<file path="config.mk">
export PLATFORM = sky130hd
export DESIGN_NAME = add_responder
export DESIGN_NICKNAME = d
export VERILOG_FILES = /design/src/rtl/add_pkg.sv /design/src/rtl/sync_fifo.sv /design/src/rtl/add_responder.sv
export SDC_FILE = /design/constraint.sdc
export NUM_CORES = 1
export LEC_CHECK = 0
export BUFFER_PORTS_ARGS = -buffer_cell sky130_fd_sc_hd__buf_2
export CAP_MARGIN = 25
export CELL_PAD_IN_SITES_DETAIL_PLACEMENT = 0
export CELL_PAD_IN_SITES_GLOBAL_PLACEMENT = 1
export CORE_UTILIZATION = 45
export CTS_BUF_LIST = sky130_fd_sc_hd__clkbuf_4 sky130_fd_sc_hd__clkbuf_8 sky130_fd_sc_hd__clkbuf_16
export DETAILED_ROUTE_END_ITERATION = 8
export GPL_TIMING_DRIVEN = 0
export PLACE_DENSITY = 0.81
export SLEW_MARGIN = 10
export SYNTH_ARGS = -nofsm -noshare
export SYNTH_HDL_FRONTEND = slang
export SYNTH_SLANG_ARGS = --single-unit
</file>
<file path="constraint.sdc">
create_clock -name clk -period 5.8 [get_ports clk]
set_clock_uncertainty 0.2 [all_clocks]
set_input_delay 1.16 -clock clk [delete_from_list [all_inputs] [get_ports clk]]
set_output_delay 1.16 -clock clk [all_outputs]
set_load 0.05 [all_outputs]
</file>
<file path="src/rtl/add_pkg.sv">
// Shared types and default sizing for the adder responder slice.
package add_pkg;

  localparam int ADD_WIDTH = 4;
  localparam int ADD_DEPTH = 4;

  typedef logic [ADD_WIDTH:0] sum_t;

  typedef struct packed {
    logic [ADD_WIDTH-1:0] a;
    logic [ADD_WIDTH-1:0] b;
  } operands_t;

endpackage

</file>
<file path="src/rtl/sync_fifo.sv">
// Single-clock FIFO. The level counter tells full from empty; the pointers wrap naturally.
module sync_fifo #(
  parameter int WIDTH_D = 8,
  parameter int DEPTH   = 4
) (
  input  logic                     clk,
  input  logic                     rst,
  input  logic                     push,
  input  logic                     pop,
  input  logic [WIDTH_D-1:0]       wdata,
  output logic [WIDTH_D-1:0]       rdata,
  output logic                     full,
  output logic                     empty,
  output logic [$clog2(DEPTH):0]   level
);

  localparam int AW = $clog2(DEPTH);

  logic [WIDTH_D-1:0] mem_q [DEPTH];
  logic [WIDTH_D-1:0] mem_d [DEPTH];
  logic [AW-1:0]      wr_ptr_q, wr_ptr_d;
  logic [AW-1:0]      rd_ptr_q, rd_ptr_d;
  logic [AW:0]        level_q, level_d;
  logic               push_ok, pop_ok;

  assign full    = (level_q == (AW+1)'(DEPTH));
  assign empty   = (level_q == '0);
  assign level   = level_q;
  assign push_ok = push & ~full;
  assign pop_ok  = pop & ~empty;
  // Head is forced to zero when empty so stale or never-written storage is never shown.
  assign rdata   = empty ? '0 : mem_q[rd_ptr_q];

  always_comb begin
    mem_d    = mem_q;
    wr_ptr_d = wr_ptr_q;
    rd_ptr_d = rd_ptr_q;
    level_d  = level_q;
    if (push_ok) begin
      mem_d[wr_ptr_q] = wdata;
      wr_ptr_d        = wr_ptr_q + AW'(1);
    end
    if (pop_ok) begin
      rd_ptr_d = rd_ptr_q + AW'(1);
    end
    case ({push_ok, pop_ok})
      2'b10:   level_d = level_q + (AW+1)'(1);
      2'b01:   level_d = level_q - (AW+1)'(1);
      default: level_d = level_q;
    endcase
  end

  always_ff @(posedge clk) begin
    if (rst) begin
      wr_ptr_q <= '0;
      rd_ptr_q <= '0;
      level_q  <= '0;
    end else begin
      wr_ptr_q <= wr_ptr_d;
      rd_ptr_q <= rd_ptr_d;
      level_q  <= level_d;
    end
  end

  always_ff @(posedge clk) begin
    mem_q <= mem_d;
  end

endmodule

</file>
<file path="src/rtl/add_responder.sv">
// Accepts operand pairs, buffers their widened sums in a FIFO and returns them in order.
module add_responder
  import add_pkg::*;
#(
  parameter int WIDTH = ADD_WIDTH,
  parameter int DEPTH = ADD_DEPTH,
  parameter int CNT_W = 16
) (
  input  logic                     clk,
  input  logic                     rst,
  input  logic                     in_valid,
  output logic                     in_ready,
  input  logic [WIDTH-1:0]         in_a,
  input  logic [WIDTH-1:0]         in_b,
  output logic                     out_valid,
  input  logic                     out_ready,
  output logic [WIDTH:0]           out_y,
  output logic [CNT_W-1:0]         txn_count,
  output logic [$clog2(DEPTH):0]   fifo_level
);

  logic             full, empty;
  logic             push, pop;
  logic [WIDTH:0]   sum;
  logic [CNT_W-1:0] txn_count_q, txn_count_d;

  function automatic logic [WIDTH:0] widen_add(input logic [WIDTH-1:0] a,
                                                input logic [WIDTH-1:0] b);
    return {1'b0, a} + {1'b0, b};
  endfunction

  // Ready depends only on registered level, so a pop never frees a slot in the same cycle.
  assign in_ready  = ~full;
  assign out_valid = ~empty;
  assign push      = in_valid & in_ready;
  assign pop       = out_valid & out_ready;
  assign sum       = widen_add(in_a, in_b);
  assign txn_count = txn_count_q;

  always_comb begin
    txn_count_d = txn_count_q;
    if (push) begin
      txn_count_d = txn_count_q + CNT_W'(1);
    end
  end

  always_ff @(posedge clk) begin
    if (rst) begin
      txn_count_q <= '0;
    end else begin
      txn_count_q <= txn_count_d;
    end
  end

  sync_fifo #(
    .WIDTH_D (WIDTH + 1),
    .DEPTH   (DEPTH)
  ) u_fifo (
    .clk   (clk),
    .rst   (rst),
    .push  (push),
    .pop   (pop),
    .wdata (sum),
    .rdata (out_y),
    .full  (full),
    .empty (empty),
    .level (fifo_level)
  );

endmodule

</file>
==> results of run 1 <==
-- worst max-delay path: stages (launching register included) --
cell and delay, ns:
dfxtp_1 0.31, buf_2 0.23, mux4_2 0.53, and2_1 0.17
buf_2 0.20
-- area by class of cell --
class	count	area (um2)
plain buffers	7	31.28
fillers	398	1976
repair buffers	36	180.2
clock inverters	3	38.79
flip-flops and latches	43	1061
inverters	12	45.04
clock buffers	5	68.82
well taps	52	65.06
multi-input cells	121	918.4
-- registers in the layout, summed over array words and instances, names as in the netlist --
name and flops:
txn_count 16, u_fifo.wr_ptr_q 2, u_fifo.rd_ptr_q 2, u_fifo.level 3, u_fifo.mem_q 20
-- metrics by stage --
step                      util, %  worst slack, ns  cell area, um2
final                       54.94            2.714            2409
after global routing        54.94            2.621            2409
after CTS                   54.94            2.686            2409
after detailed placement    52.48            2.728            2301
after global placement      52.48            2.757            2301
after floorplan                 -            2.500            2056
-- synthesized netlist by cell type, drive strengths merged --
library cell | number | area (um2)
a21o | 1 | 7.510
a21oi | 12 | 60.06
and2 | 6 | 37.54
and3 | 8 | 52.55
and4 | 1 | 11.26
buf | 2 | 12.51
clkbuf | 5 | 18.77
dfxtp | 23 | 460.4
edfxtp | 20 | 600.6
fa | 2 | 40.04
ha | 10 | 125.1
inv | 12 | 45.04
mux4 | 5 | 112.6
nand2 | 8 | 32.54
nand2b | 2 | 20.02
nand3 | 10 | 62.56
nand4 | 3 | 18.77
nor2 | 15 | 56.30
nor2b | 1 | 6.260
nor3 | 2 | 10.01
nor3b | 1 | 12.51
nor4 | 1 | 6.260
o21ai | 6 | 30.03
o31ai | 3 | 22.52
or3 | 5 | 31.28
or3b | 1 | 8.760
or4 | 3 | 22.52
xnor2 | 7 | 61.31
xor2 | 8 | 70.07
-- metal layers --
| layer | track usage, % | up-vias |
|---|---|---|
| met1 | 24.52 | 663 |
| met5 | 0 | - |
| met4 | 5.896 | 0 |
| met3 | 4.360 | 5 |
| met2 | 25.46 | 32 |
| li1 | - | 733 |
-- placed cells by master, fill, tap and decap left out, drive strengths merged, types with 10 or more instances in the layout --
cell and count:
a21oi 12, inv 12, dfxtp 23, edfxtp 20, nor2 15, ha 10
buf 38, clkbuf 10, nand3 10
-- cells by family (layout without fill, tap and decap cells) --
logic type                 Yosys count  count (layout)
adders and majority gates           12              12
AOI/OAI and AO/OA                   22              22
buffers and inverters               19              63
xor gates and xnor gates            15              15
muxes                                5               5
and+or+nand+nor                     67              67
DFF                                 43              43
-- how the worst max path moves through the flow --
stage,from,slack [ns],end
after global routing,u_fifo.rd_ptr_q[0]$_SDFFE_PP0P_,2.62,out_y[2]
after floorplan,u_fifo.level[0]$_SDFFE_PP0P_,2.50,out_y[0]
after detailed placement,in_valid,2.73,u_fifo.level[2]$_SDFFE_PP0P_
after CTS,u_fifo.rd_ptr_q[0]$_SDFFE_PP0P_,2.69,out_y[2]
after global placement,in_valid,2.76,u_fifo.level[2]$_SDFFE_PP0P_
final,u_fifo.rd_ptr_q[0]$_SDFFE_PP0P_,2.71,out_y[2]
-- power by group through the flow --
stage | combinational (mW) | clock (mW) | sequential, mW
2_1_floorplan | 0.271 | 0 | 0.421
3_3_place_gp | 0.384 | 0 | 0.384
4_1_cts | 0.390 | 0.232 | 0.379
3_5_place_dp | 0.389 | 0 | 0.386
6_report | 0.385 | 0.223 | 0.378
5_1_grt | 0.418 | 0.243 | 0.383
==> results.py, run 1 <==
metrics = {
    "die": {
        "fp.dieW_um": 69.59,
        "die-area_um2": 4843,
        "num_rows": 24,
        "io_pins": 38,
        "core-area_um2": 4384,
        "die_y_um": 69.59,
        "initial_core_util_pct": 46.89,
    },
    "routing": {
        "vias": 1433,
        "wl_met2_um": 1737,
        "top_layer": "met4",
        "wl_met3_um": 192,
        "wl_met1_um": 1853,
        "drtIter0Drc": 74,
        "viasPerCell": 5.136,
        "detail_route.wl_per_cell_um": 13.71,
        "dr.pass1.iters": 4,
        "wirelength_um": 3824,
        "route.detailed.drc": 0,
        "antenna_left": 0,
    },
    "global_routing": {
        "grt_usage_pct": 17.19,
        "grt_pass1_wl_um": 6410,
        "grt_pass1_vias": 1342,
        "overflow": 0,
        "grt_antenna_before_repair": 0,
        "grt_max_degree": 14,
    },
    "placement": {
        "place_congestion": 0.7326,
        "dp_cells": 271,
        "port_buffers": 36,
        "hpwl_um": 2867,
    },
    "pwr": {
        "pwr-share-clk_pct": 22.6,
        "combPwrFrac_pct": 39.0,
        "p_switching_mw": 0.3844,
        "leakage_nw": 0.9751,
        "sw_frac_of_total_pct": 38.96,
        "vdd_drop_max_mv": 0.1978,
        "p_per_area_nw_per_um2": 409.6,
        "power_mw": 0.9865,
        "p_int_mw": 0.6022,
        "seq_power_share_pct": 38.3,
    },
    "sta": {
        "timing.final.crit_period_ns": 3.086,
        "hold_ws_ns": 0.2779,
        "setup_tns_ns": 0,
        "setup_viol": 0,
        "relSlewSlack_pct": 67.61,
        "rsz0062_at_grt": "false",
        "max_freq_ghz": 0.3241,
        "slew_violations": 0,
        "period_share_pct": 53.20,
        "max_slew.worst_pin.slew_ns": 0.4858,
        "hold_violations": 0,
    },
    "clock_tree": {
        "clk_path_buf_depth": 2,
        "cts_root_buf": "clkbuf_8",
        "cts_resized": 0,
        "worst_skew_pair.late_latency_ns": 0.29,
        "cts_max_level": 2,
        "cts_tree": "done",
        "post-cts-setup-buffers": 0,
        "cts_hold_buf": 0,
        "numClockSinks": 43,
        "cts.clk_slew.worst_paths_ns": 0.08,
        "cts_buffers": 5,
    },
    "logic_synthesis": {
        "ys_ff_latch": 43,
        "synth_area_um2": 2056,
        "ys_types": 35,
        "synth_cells": 183,
        "synth_xor_area_share_pct": 6.391,
        "yosysSeqAreaShare_pct": 51.61,
        "ys_warn_count": 0,
        "synth_adder_area_share_pct": 8.034,
        "synth_mux_area_share_pct": 5.478,
        "syn_nets": 207,
        "synth_top_family_by_area": "simple AND/OR/NAND/NOR gates",
        "synth_compound_area_share_pct": 5.843,
        "synth_area_per_cell_um2": 11.23,
        "yosys.area_share.simple_pct": 18.93,
    },
    "setup_path": {
        "reg2reg_from": "u_fifo.level[2]$_SDFFE_PP0P_",
        "r2r.worst_path.cells": 9,
        "crit_required_ns": 4.44,
        "end_kind": "primary output",
        "rrSetupSlack_ns": 3.19,
        "startpoint_type": "flip-flop",
        "critPathKind": "flip-flop to primary output",
        "cp.arrival_ns": 1.73,
        "r2r-end": "u_fifo.level[2]$_SDFFE_PP0P_",
        "path_max_fanout": 7,
    },
    "status": {
        "status": "completed",
    },
    "layout": {
        "area_growth_pct": 17.16,
        "final_cells": 279,
        "antennaDiodeCount": 0,
        "drive_gt1_share_pct": 25.55,
        "nets": 250,
    },
    "hold_path": {
        "worstHoldStart": "txn_count[15]$_SDFFE_PP0P_",
        "holdPathStages": 2,
        "whs_endpoint": "txn_count[15]$_SDFFE_PP0P_",
        "hp-class": "flip-flop to flip-flop",
    },
    "run": {
        "max_cap_viol_count": 0,
    },
}
(Power assumes the default switching activity.)
==> run 2, diff against run 1 <==
--- a/config.mk
+++ b/config.mk
@@ -9,11 +9,11 @@
 export CAP_MARGIN = 25
 export CELL_PAD_IN_SITES_DETAIL_PLACEMENT = 0
 export CELL_PAD_IN_SITES_GLOBAL_PLACEMENT = 1
-export CORE_UTILIZATION = 45
+export CORE_UTILIZATION = 39
 export CTS_BUF_LIST = sky130_fd_sc_hd__clkbuf_4 sky130_fd_sc_hd__clkbuf_8 sky130_fd_sc_hd__clkbuf_16
 export DETAILED_ROUTE_END_ITERATION = 8
 export GPL_TIMING_DRIVEN = 0
-export PLACE_DENSITY = 0.81
+export PLACE_DENSITY = 0.74
 export SLEW_MARGIN = 10
 export SYNTH_ARGS = -nofsm -noshare
 export SYNTH_HDL_FRONTEND = slang
==> constraint.sdc (replaced) <==
create_clock -name clk -period 2.5 [get_ports clk]
set_clock_uncertainty 0.2 [all_clocks]
set_input_delay 0.5 -clock clk [delete_from_list [all_inputs] [get_ports clk]]
set_output_delay 0.5 -clock clk [all_outputs]
set_load 0.05 [all_outputs]
==> run 2 against run 1 <==
  * Critical endpoint is now out_y[1]
  * Critical path depth unchanged
  * Largest power group unchanged
  * Register-to-register slack worse by 3.1 ns
  * Global-route usage down 1.7 points
  * First-iteration DRC count down 47%
  * Non-clock buffer count up 1
  * Clock power up 140%
  * Highest routed layer unchanged
==> results.py, run 2 (synthesis gave the netlist of run 1 again) <==
metrics = {
    "status": {
        "status": "completed",
    },
    "layout": {
        "drive_gt1_share_pct": 28.51,
        "most-common-layout-cells": "36 x buf_2, 20 x dfxtp_1, 20 x edfxtp_1",
        "fillCellCount": 489,
        "top_register": "u_fifo.mem_q",
        "antennaDiodeCount": 0,
        "final_cells": 298,
        "final_common_cell": "buf_2",
        "area_growth_pct": 20.33,
        "nets": 251,
        "largest_reg_flops": 20,
    },
    "sta": {
        "timing.final.crit_period_ns": 2.403,
        "rsz0062_at_grt": "false",
        "period_share_pct": 96.11,
        "setup_tns_ns": 0,
        "max_slew.worst_pin.slew_ns": 0.4742,
        "relSlewSlack_pct": 68.38,
        "max_freq_ghz": 0.4162,
        "hold_violations": 0,
        "setup_viol": 0,
        "slew_violations": 0,
    },
    "die": {
        "initial_core_util_pct": 40.25,
        "fp.dieW_um": 74.60,
        "num_rows": 26,
        "io_pins": 38,
        "die-area_um2": 5565,
        "die_y_um": 74.60,
        "core-area_um2": 5107,
    },
    "routing": {
        "drtIter0Drc": 39,
        "dr.pass1.iters": 4,
        "antenna_left": 0,
        "vias": 1480,
        "viasPerCell": 4.966,
        "wirelength_um": 3882,
        "route.detailed.drc": 0,
        "detail_route.wl_per_cell_um": 13.03,
    },
    "placement": {
        "place_congestion": 0.7497,
        "hpwl_um": 2870,
        "dp_cells": 289,
        "port_buffers": 36,
    },
    "setup_path": {
        "slowest_stage": "mux4_2",
        "r2r.worst_path.cells": 9,
        "startpoint_type": "flip-flop",
        "critPathTopFamily": "multiplexers",
        "crit_required_ns": 1.80,
        "path_max_fanout": 7,
        "crit_cells": 4,
        "reg2reg_from": "u_fifo.level[1]$_SDFFE_PP0P_",
        "cp.arrival_ns": 1.70,
        "path_buf_inv": 2,
        "r2r-end": "u_fifo.level[2]$_SDFFE_PP0P_",
        "critical_path.cell_chain": "clkbuf_4 > mux4_2 > and2_1 > buf_2",
        "rrSetupSlack_ns": 0.12,
        "startpoint": "u_fifo.rd_ptr_q[0]$_SDFFE_PP0P_",
        "critPathKind": "flip-flop to primary output",
        "crit_end": "out_y[1]",
        "end_kind": "primary output",
        "max_stage_delay_ns": 0.52,
    },
    "clock_tree": {
        "cts_buffers": 5,
        "cts_root_buf": "clkbuf_8",
        "cts.clk_slew.worst_paths_ns": 0.08,
        "clk_path_buf_depth": 2,
        "cts_tree": "done",
        "cts_max_level": 2,
        "numClockSinks": 43,
        "worst_skew_pair.late_latency_ns": 0.30,
    },
    "pwr": {
        "p_per_area_nw_per_um2": 955.1,
        "vdd_drop_max_mv": 0.4160,
        "leakage_nw": 0.9850,
    },
    "global_routing": {
        "grt_pass1_wl_um": 6147,
        "grt_antenna_before_repair": 0,
        "grt_max_degree": 15,
        "grt_pass1_vias": 1282,
        "grt_usage_pct": 15.48,
        "overflow": 0,
    },
    "hold_path": {
        "hp-class": "primary input to flip-flop",
        "worstHoldStart": "rst",
        "holdPathStages": 2,
    },
    "run": {
        "max_cap_viol_count": 0,
    },
}
==> run 2: worst reg2reg max path, cell delays in order (launching register included) <==
cell	delay, ns
dfxtp_4	0.37
nor3b_4	0.26
inv_2	0.15
nand2_4	0.13
ha_1	0.19
inv_1	0.06
fa_1	0.37
xor2_1	0.15
or3_1	0.30
a21oi_1	0.14
==> run 2: power by group <==
part / total (mW) / switching [mW] / internal (mW)
logic: 0.923 / 0.622 / 0.302
registers: 0.893 / 0.0534 / 0.840
clock network: 0.546 / 0.237 / 0.309
total: 2.36 / 0.913 / 1.45
==> run 2: cell type report <==
class                   instances  area (um2)  area share, %
multi-input cells             121       932.1          37.68
inverters                      12       45.04          1.821
flip-flops and latches         43        1070          43.25
repair buffers                 37       187.7          7.587
plain buffers                   7       37.54          1.517
well taps                      70       87.58          3.541
clock buffers                   6       76.32          3.085
clock inverters                 2       37.54          1.517
==> run 2: how the worst min path moves through the flow <==
stage                                       to  slack [ns]
5_1_grt             txn_count[10]$_SDFFE_PP0P_        0.22
4_1_cts             txn_count[10]$_SDFFE_PP0P_        0.21
2_1_floorplan  u_fifo.wr_ptr_q[1]$_SDFFE_PP0P_        0.27
3_3_place_gp        txn_count[15]$_SDFFE_PP0P_        0.26
3_5_place_dp        txn_count[15]$_SDFFE_PP0P_        0.27
6_report            txn_count[10]$_SDFFE_PP0P_        0.22
==> run 2: stage by stage <==
stage	utilization (%)	area [um2]	worst slack [ns]	hold WS (ns)	total power [mW]
after global routing	48.43	2474	0.002206	0.2212	2.502
after detailed placement	45.86	2342	-0.02804	0.2694	1.830
after global placement	45.86	2342	0.01438	0.2640	1.822
after floorplan	-	2074	0.001843	0.2692	1.638
final	48.43	2474	0.09723	0.2152	2.363
after CTS	48.14	2459	0.02860	0.2101	2.383
==> run 2: timing repair <==
item / 4_1_cts / 5_1_grt
setup buffers: 0 / 1
endpoints found under the setup margin: 1 / 6
hold buffers: 0 / 0
pin swaps: 0 / 1
resized for setup: 1 / 2
==> run 2: per-layer routing <==
| metal | track usage, % | up-vias | wire length [um] |
|---|---|---|---|
| met5 | 0 | - | 0 |
| met1 | 21.38 | 707 | 1899 |
| met4 | 8.805 | 0 | 80 |
| met2 | 22.12 | 30 | 1776 |
| met3 | 3.794 | 8 | 125 |
| li1 | - | 735 | - |
==> run 3, diff against run 2 <==
--- a/config.mk
+++ b/config.mk
@@ -5,15 +5,16 @@
 export SDC_FILE = /design/constraint.sdc
 export NUM_CORES = 1
 export LEC_CHECK = 0
-export BUFFER_PORTS_ARGS = -buffer_cell sky130_fd_sc_hd__buf_2
 export CAP_MARGIN = 25
 export CELL_PAD_IN_SITES_DETAIL_PLACEMENT = 0
 export CELL_PAD_IN_SITES_GLOBAL_PLACEMENT = 1
-export CORE_UTILIZATION = 39
+export CORE_ASPECT_RATIO = 0.75
+export CORE_UTILIZATION = 44
 export CTS_BUF_LIST = sky130_fd_sc_hd__clkbuf_4 sky130_fd_sc_hd__clkbuf_8 sky130_fd_sc_hd__clkbuf_16
 export DETAILED_ROUTE_END_ITERATION = 8
+export DONT_BUFFER_PORTS = 1
 export GPL_TIMING_DRIVEN = 0
-export PLACE_DENSITY = 0.74
+export PLACE_DENSITY = 0.73
 export SLEW_MARGIN = 10
 export SYNTH_ARGS = -nofsm -noshare
 export SYNTH_HDL_FRONTEND = slang
==> run 3 against run 2 <==
  * Largest cell class unchanged
  * Sequential share of layout area grew 3.4 points
  * Combinational power shrank 9.8%
  * Critical endpoint is now u_fifo.level[2]$_SDFFE_PP0P_
  * Utilization grew 3.1 points
==> results.py, run 3 (synthesis gave the netlist of run 1 again) <==
metrics = {
    "status": {
        "status": "completed",
    },
    "routing": {
        "viasPerCell": 5.439,
        "wirelength_um": 4009,
        "route.detailed.drc": 0,
        "vias": 1376,
        "dr.pass1.iters": 4,
        "drtIter0Drc": 74,
        "detail_route.wl_per_cell_um": 15.85,
        "antenna_left": 0,
    },
    "setup_path": {
        "max_stage_delay_ns": 0.48,
        "end_kind": "flip-flop",
        "slowest_stage": "dfxtp_4",
        "crit_required_ns": 2.52,
        "critPathKind": "flip-flop to flip-flop",
        "path_buf_inv": 2,
        "cp.arrival_ns": 2.46,
        "startpoint_type": "flip-flop",
        "r2r.worst_path.cells": 9,
        "critical_path.cell_chain": "or3_4 > buf_12 > and2_4 > ha_2 > inv_1 > fa_1 > xor2_1 > or3_1 > a21oi_1",
        "path_max_fanout": 8,
        "critPathTopFamily": "simple AND/OR/NAND/NOR gates",
        "crit_cells": 9,
    },
    "clock_tree": {
        "clk_path_buf_depth": 2,
        "cts_buffers": 5,
        "cts.clk_slew.worst_paths_ns": 0.08,
        "worst_skew_pair.late_latency_ns": 0.29,
        "cts_tree": "done",
        "numClockSinks": 43,
        "cts_root_buf": "clkbuf_8",
        "cts_max_level": 2,
    },
    "placement": {
        "place_area_um2": 2146,
        "port_buffers": 0,
        "pre_cts_ws_ns": -0.2997,
        "place_congestion": 0.7953,
        "hpwl_um": 2901,
    },
    "global_routing": {
        "overflow": 0,
        "grt_max_degree": 14,
        "use_met3_pct": 6.370,
        "grt_util_met1_pct": 24.27,
        "grt_usage_pct": 17.71,
        "grt_antenna_before_repair": 0,
        "gr-usage-met2_pct": 26.89,
        "grt_pass1_wl_um": 6237,
        "busiest_layer": "met2",
        "grt_pass1_vias": 1290,
    },
    "layout": {
        "top_register": "u_fifo.mem_q",
        "fillCellCount": 396,
        "most-common-layout-cells": "20 x dfxtp_1, 20 x edfxtp_1, 15 x nor2_1",
        "fin_area_um2": 2301,
        "nets": 219,
        "antennaDiodeCount": 0,
        "area_growth_pct": 11.93,
        "drive_gt1_share_pct": 17.86,
        "largest_reg_flops": 20,
    },
    "sta": {
        "rsz0062_at_grt": "true",
        "hold_ws_ns": 0.06115,
        "max_slew.worst_pin.slew_ns": 0.6971,
        "slew_violations": 0,
        "hold_violations": 0,
        "setup_slack_ns": 0.06413,
        "timing.final.crit_period_ns": 2.436,
        "max_freq_ghz": 0.4105,
        "setup_viol": 0,
        "relSlewSlack_pct": 53.47,
        "period_share_pct": 97.43,
    },
    "die": {
        "die_y_um": 61.20,
        "num_rows": 21,
        "initial_core_util_pct": 46.02,
        "core-area_um2": 4467,
        "fp.dieW_um": 80.93,
        "io_pins": 38,
        "die-area_um2": 4952,
    },
    "pwr": {
        "leakage_nw": 0.8190,
        "p_per_area_nw_per_um2": 977.7,
        "pwr-share-clk_pct": 18.7,
        "combPwrFrac_pct": 37.0,
        "sw_frac_of_total_pct": 40.44,
        "p_int_mw": 1.340,
        "vdd_drop_max_mv": 0.6326,
        "seq_power_share_pct": 44.3,
        "p_switching_mw": 0.9098,
    },
    "hold_path": {
        "hp-class": "primary input to flip-flop",
        "holdPathStages": 1,
    },
    "run": {
        "max_cap_viol_count": 0,
    },
}
## run 3: changes by cell type in the layout (fill, tap and decap cells not counted), sizes merged
cell,change
buf,-30
clkbuf,-3
clkinv,+2
bufinv,-1
## run 3: power groups by stage
stage	sequential, mW	combinational (mW)	clock, mW
floorplan	0.993	0.644	0
global placement	1.00	0.720	0
detailed placement	1.01	0.740	0
CTS	0.996	0.790	0.431
global route	1.01	0.903	0.465
finish	0.996	0.833	0.421
## run 3: timing repair
item / CTS / global route
gates resized for setup: 5 / 7
endpoints found under the setup margin: 3 / 11
pin swaps: 0 / 1
hold buffers: 0 / 0
setup buffers: 3 / 2
## run 3: through the flow
stage	TNS [ns]	power, mW	std cells	utilization, %
2_1_floorplan	0	1.638	183	-
3_3_place_gp	-0.2496	1.722	240	48.04
3_5_place_dp	-0.3607	1.751	240	48.04
4_1_cts	0	2.217	251	50.84
5_1_grt	-0.03409	2.377	253	51.51
6_report	0	2.250	253	51.51
## run 3: area by class of cell
type                       count  area [um2]  share of cell area (%)
sequential                    43        1072                   46.60
multi-input combinational    121       942.2                   40.95
tap                           57       71.32                   3.100
clock buffer                   5       68.82                   2.991
buffer                         7       48.80                   2.121
inverter                      12       45.04                   1.958
timing repair buffer           5       37.54                   1.631
clock inverter                 3       15.01                  0.6525
## run 3: path summary, 6_finish.rpt
check | to | startpoint | slack, ns
hold reg to reg | u_fifo.wr_ptr_q[1]$_SDFFE_PP0P_ | u_fifo.wr_ptr_q[1]$_SDFFE_PP0P_ | 0.30
setup / recovery | u_fifo.level[2]$_SDFFE_PP0P_ | u_fifo.level[0]$_SDFFE_PP0P_ | 0.06
hold / removal | txn_count[1]$_SDFFE_PP0P_ | rst | 0.06
setup reg to reg | u_fifo.level[2]$_SDFFE_PP0P_ | u_fifo.level[0]$_SDFFE_PP0P_ | 0.06
## run 3: worst reg2reg max path: stages, from the launching register on
cell	delay, ns
dfxtp_4	0.48
or3_4	0.18
buf_12	0.14
and2_4	0.16
ha_2	0.18
inv_1	0.05
fa_1	0.37
xor2_1	0.16
or3_1	0.31
a21oi_1	0.13
## run 3: per-layer routing
metal	up-vias	routed length (um)
met5	-	0
met4	0	11
met3	2	273
met2	39	1809
met1	667	1914
li1	668	-
